**config.mk**
```make
export PLATFORM = sky130hd
export DESIGN_NAME = muldiv_sequencer
export DESIGN_NICKNAME = d
export VERILOG_FILES = /design/src/rtl/muldiv_sequencer.sv
export SDC_FILE = /design/constraint.sdc
export NUM_CORES = 2
export LEC_CHECK = 0
export CORE_MARGIN = 3
export CORE_UTILIZATION = 63
export DETAILED_ROUTE_END_ITERATION = 12
export GPL_ROUTABILITY_DRIVEN = 0
export PLACE_DENSITY = 0.81
export SLEW_MARGIN = 10
export SYNTH_ARGS = -nofsm -noshare
export SYNTH_HDL_FRONTEND = slang
export SYNTH_SLANG_ARGS = --single-unit
```
**constraint.sdc**
```tcl
create_clock -name clk -period 11 [get_ports clk]
set_input_delay 2.75 -clock clk [delete_from_list [all_inputs] [get_ports clk]]
set_output_delay 2.75 -clock clk [all_outputs]
set_load 0.05 [all_outputs]
```
**src/rtl/muldiv_sequencer.sv**
```systemverilog
// muldiv_sequencer
//   Multi-cycle controller for the RV32M multiply/divide path in the execute
//   stage. One M-extension operation is accepted at a time. Multiplies take a
//   fixed MUL_LATENCY cycles. Divides and remainders run a 32-iteration
//   restoring shift-subtract loop. Divide-by-zero and signed overflow
//   complete on the cycle after acceptance. A flush cancels any in-flight
//   operation without producing a result.
//
// Ports
//   clk         clock, all state on the rising edge
//   rst         asynchronous active-low reset
//   start       execute stage holds an M-ext instruction (level)
//   op          funct3: 0 MUL, 1 MULH, 2 MULHSU, 3 MULHU,
//               4 DIV, 5 DIVU, 6 REM, 7 REMU
//   rs1, rs2    bypassed operands (dividend/multiplicand, divisor/multiplier)
//   flush       cancel the in-flight operation (branch mispredict)
//   busy        combinational stall request to the pipeline controller
//   resultValid result is available this cycle (one-cycle pulse)
//   result      registered result, held until the next completion

module muldiv_sequencer #(
  parameter int XLEN        = 32,
  parameter int MUL_LATENCY = 2
) (
  input  logic            clk,
  input  logic            rst,
  input  logic            start,
  input  logic [2:0]      op,
  input  logic [XLEN-1:0] rs1,
  input  logic [XLEN-1:0] rs2,
  input  logic            flush,
  output logic            busy,
  output logic            resultValid,
  output logic [XLEN-1:0] result
);

  typedef enum logic [1:0] {IDLE, MUL, DIV, DONE} stateT;

  localparam logic [5:0] MulLast = 6'(MUL_LATENCY - 1);
  localparam logic [5:0] DivLast = 6'(XLEN - 1);
  localparam logic [XLEN-1:0] MinInt = {1'b1, {(XLEN-1){1'b0}}};

  stateT             state;
  logic [5:0]        cnt;
  logic [2:0]        opQ;
  logic [XLEN-1:0]   opA;      // dividend magnitude; quotient bits shift in from the right
  logic [XLEN-1:0]   opB;      // divisor magnitude
  logic [XLEN-1:0]   remQ;     // partial remainder
  logic [2*XLEN-1:0] product;
  logic              negQuo;
  logic              negRem;

  // Decode of the incoming operation (used only in the accept cycle)
  logic              signA;
  logic              signB;
  logic              divSigned;
  logic              divByZero;
  logic              divOverflow;
  logic [XLEN:0]     extA;
  logic [XLEN:0]     extB;
  logic [2*XLEN-1:0] mulProduct;
  logic [XLEN-1:0]   absA;
  logic [XLEN-1:0]   absB;
  logic [XLEN-1:0]   specialResult;

  // One restoring-divide iteration
  logic [XLEN:0]     remShift;
  logic [XLEN:0]     diff;
  logic [XLEN-1:0]   remNext;
  logic [XLEN-1:0]   quoNext;
  logic [XLEN-1:0]   quoFinal;
  logic [XLEN-1:0]   remFinal;

  // NOTE: every always_comb output is given a default before any branch, so
  // no path leaves a value unassigned and no latch is inferred.
  always_comb begin
    signA         = 1'b0;
    signB         = 1'b0;
    divSigned     = 1'b0;
    extA          = '0;
    extB          = '0;
    mulProduct    = '0;
    absA          = rs1;
    absB          = rs2;
    divByZero     = 1'b0;
    divOverflow   = 1'b0;
    specialResult = '0;

    // MUL/MULH/MULHSU sign-extend rs1; MUL/MULH sign-extend rs2.
    signA      = !op[2] && (op[1:0] != 2'd3);
    signB      = !op[2] && !op[1];
    extA       = {signA & rs1[XLEN-1], rs1};
    extB       = {signB & rs2[XLEN-1], rs2};
    mulProduct = (2*XLEN)'($signed(extA)) * (2*XLEN)'($signed(extB));

    // DIV and REM are the signed divide ops (funct3 bit 0 clear).
    divSigned   = op[2] && !op[0];
    absA        = (divSigned && rs1[XLEN-1]) ? -rs1 : rs1;
    absB        = (divSigned && rs2[XLEN-1]) ? -rs2 : rs2;
    divByZero   = (rs2 == '0);
    divOverflow = divSigned && (rs1 == MinInt) && (rs2 == '1);

    if (op[1]) specialResult = divByZero ? rs1 : '0;       // REM / REMU
    else       specialResult = divByZero ? '1  : MinInt;   // DIV / DIVU
  end

  always_comb begin
    remShift = {remQ, opA[XLEN-1]};
    diff     = remShift - {1'b0, opB};
    // A borrow out of the trial subtraction means the divisor did not fit.
    remNext  = diff[XLEN] ? remShift[XLEN-1:0] : diff[XLEN-1:0];
    quoNext  = {opA[XLEN-2:0], !diff[XLEN]};
    quoFinal = negQuo ? -quoNext : quoNext;
    remFinal = negRem ? -remNext : remNext;
  end

  assign busy = ((state == IDLE) && start && !flush) || (state == MUL) || (state == DIV);

  // NOTE: every register, datapath included, is cleared by reset so the block
  // starts from a known state and result reads 0 after reset.
  always_ff @(posedge clk or negedge rst) begin
    if (!rst) begin
      state       <= IDLE;
      cnt         <= '0;
      opQ         <= '0;
      opA         <= '0;
      opB         <= '0;
      remQ        <= '0;
      product     <= '0;
      negQuo      <= 1'b0;
      negRem      <= 1'b0;
      result      <= '0;
      resultValid <= 1'b0;
    end else begin
      // NOTE: non-blocking assignments throughout, so every right-hand side
      // sees the values from before this clock edge.
      resultValid <= 1'b0;
      case (state)
        IDLE: begin
          if (start && !flush) begin
            opQ <= op;
            cnt <= '0;
            if (!op[2]) begin
              product <= mulProduct;
              state   <= MUL;
            end else if (divByZero || divOverflow) begin
              result      <= specialResult;
              resultValid <= 1'b1;
              state       <= DONE;
            end else begin
              opA    <= absA;
              opB    <= absB;
              remQ   <= '0;
              negQuo <= divSigned && (rs1[XLEN-1] ^ rs2[XLEN-1]);
              negRem <= divSigned && rs1[XLEN-1];
              state  <= DIV;
            end
          end
        end

        MUL: begin
          if (flush) begin
            state <= IDLE;
          end else if (cnt == MulLast) begin
            result      <= (opQ == 3'd0) ? product[XLEN-1:0] : product[2*XLEN-1:XLEN];
            resultValid <= 1'b1;
            state       <= DONE;
          end else begin
            cnt <= cnt + 6'd1;
          end
        end

        DIV: begin
          if (flush) begin
            state <= IDLE;
          end else begin
            opA  <= quoNext;
            remQ <= remNext;
            cnt  <= cnt + 6'd1;
            if (cnt == DivLast) begin
              result      <= opQ[1] ? remFinal : quoFinal;
              resultValid <= 1'b1;
              state       <= DONE;
            end
          end
        end

        // start is still the same instruction here and is ignored.
        DONE:    state <= IDLE;
        default: state <= IDLE;
      endcase
    end
  end

endmodule

```
==> impl_metrics.tcl <==
set metrics [dict create \
    firstDrtPassIters 9 \
    synth-edff-count 0 \
    port_buffers 104 \
    drc 0 \
    fin_skew_ns 0.0266 \
    cpMostUsedCell "fa_1" \
    required_ns 11.39 \
    syn_avg_cell_area_um2 8.53 \
    worst_slew_pin_slew_ns 1.12 \
    drive_gt1_frac 0.0585 \
    grt_setup_unrepaired "false" \
    ctsHtreeMaxLevel 1 \
    start_util 0.640 \
    die_y_um 296 \
    reg2reg_depth 17 \
    io_pins 105 \
    cts-root-buf "clkbuf_16" \
    min_path_cells 2 \
    critPathLaunch "rs1[31]" \
    yosysSeqAreaShare 0.0973 \
    viasPerCell 6.05 \
    finalCritPeriodShare 0.950 \
    synth.distinct_cells 91 \
    reg2reg_from "opA[31]$_DFFE_PN0P_" \
    place_hpwl_um 125000 \
    syn_area_um2 53000 \
    mostFrequentLayoutCell "inv_1" \
    postCtsHoldBufs 0 \
    drt-total-wl_um 156000 \
    antenna_found_initial 6 \
    numCtsBuffers 24 \
    dp_worst_setup_slack_ns -0.0305 \
    synth_flop_cell "dfrtp_1" \
    setup_slack_ns 0.549 \
    cp_max_fo 19 \
    slowest_stage "fa_1" \
    yosys_warnings 0 \
    tritoncts "done" \
    async_reset_ff_frac 1.00 \
    fillers 6275 \
    path_clk_slew_ns 0.06 \
    ant_nets 0 \
    clk_latency_ns 0.55 \
    grt_max_degree 124 \
    grtUsageTotal 0.369 \
    final_net_count 7655 \
    timing.fmax_mhz 95.7 \
    cts_buffer_depth 3 \
    hold_class "reg2reg" \
    grt_overflow 0 \
    drv_cap 0 \
    post-route-min-period_ns 10.45 \
    relSlewSlack 0.254 \
    hp-start "product[4]$_DFFE_PN0P_" \
    slew_viol_final 0 \
    grt_pass1_vias 46700 \
    die_area_um2 87700 \
    die_width_um 296 \
    grt_pass1_wl_um 252000 \
    status "completed" \
    first_iter_violations 4609 \
    end_kind "register" \
    setup_viol 0 \
    synthCells 6212 \
    hold_viol 0 \
    crit_type "in2reg" \
    arrival_ns 10.84 \
    std_cell_rows 105 \
    yosys_register_bits 206 \
    synthesis.nets 7665 \
    critPathMaxStageDelay_ns 0.56 \
    vias 44200 \
    cts.sinks 206 \
    crit_path_start_kind "input port" \
    final_cell_mix "1281 x inv_1, 1163 x nand2_1, 1125 x fa_1" \
    area_delta_synth_final_pct 7.57 \
    wl_per_cell_um 21.4 \
    design.core.area_um2 82800 \
]
-- registers in the layout, summed over array words and instances (netlist names) --
signal / count
product: 64
opA: 32
opB: 32
remQ: 32
result: 32
cnt: 6
opQ: 3
state: 2
negQuo: 1
negRem: 1
resultValid: 1
-- path summary, 6_finish.rpt --
| check | to | slack (ns) |
|---|---|---|
| max in group asynchronous | result[18]$_DFFE_PN0P_ | 6.55 |
| min in group asynchronous | remQ[25]$_DFFE_PN0P_ | 2.25 |
| worst min-delay path | product[4]$_DFFE_PN0P_ | 0.48 |
| worst max-delay path | product[57]$_DFFE_PN0P_ | 0.55 |
| worst max register to register | result[31]$_DFFE_PN0P_ | 4.75 |
| worst min register to register | product[4]$_DFFE_PN0P_ | 0.48 |
-- cell type report --
type,instances,area (µm²),area share
Antenna cell,9,22.5,0.000395
Clock buffer,32,671,0.0118
Clock inverter,12,173,0.00303
Inverter,1285,4820,0.0846
Multi-Input combinational cell,4334,41600,0.729
Sequential cell,206,5150,0.0904
Tap cell,1070,1340,0.0235
Timing Repair Buffer,351,3240,0.0569
-- critical path: cells and delay by family --
kind            cells  cell delay [ns]
fa+ha+maj           9             4.08
buf+inv            10             1.63
xor+xnor            1             0.10
compound gates     10             2.04
simple gates        1             0.21
-- cells in the mapped netlist, types with 21 or more instances --
library cell,count,area (µm²)
a21o_1,61,458
a21oi_1,196,981
a31oi_1,26,163
and2_1,260,1630
and3_1,25,156
buf_1,73,274
clkbuf_1,295,1110
dfrtp_1,206,5150
fa_1,1126,22500
ha_1,256,3200
inv_1,1281,4810
mux2i_1,53,531
nand2_1,1164,4370
nand2b_1,23,144
nand3_1,39,195
nand4_1,31,194
nor2_1,188,706
nor3_1,44,220
nor4_1,21,131
o21a_1,22,165
o21ai_0,286,1430
o31ai_1,55,413
o41ai_1,21,184
or3_1,22,138
xnor2_1,123,1080
xor2_1,79,692
-- logic make-up after synthesis --
| kind of cell | count (synthesis) | share of synthesized area |
|---|---|---|
| and+or+nand+nor | 1884 | 0.159 |
| DFF | 206 | 0.0973 |
| adders and majority gates | 1382 | 0.486 |
| muxes | 59 | 0.0114 |
| xor gates and xnor gates | 202 | 0.0334 |
| AOI/OAI and AO/OA | 807 | 0.0936 |
| buffers and inverters | 1672 | 0.119 |
-- what timing repair did --
action	4_1_cts	5_1_grt
gates resized for setup	0	2
buffers inserted	0	0
endpoints found under the setup margin	0	3
-- routing by layer --
layer	track usage	up-vias	wire, µm
met4	0.228	0	12400
met2	0.582	2848	70800
met1	0.473	21900	55800
met5	0	-	0
met3	0.0759	688	17200
li1	-	18800	-
-- stage by stage --
stage               hold WS (ns)   util  TNS [ns]  std cells  instance area [µm²]
finish                     0.484  0.689         0       7299                57000
CTS                        0.481  0.689         0       7290                57000
detailed placement         0.466  0.678   -0.0690       7246                56100
global placement           0.457  0.678         0       7246                56100
floorplan                  0.445      -         0       6212                53000
global route               0.501  0.689         0       7295                57000
Power is left out: the tool's default activity adds up to more than one toggle a clock period on the data nets, which glitch-free logic cannot reach.
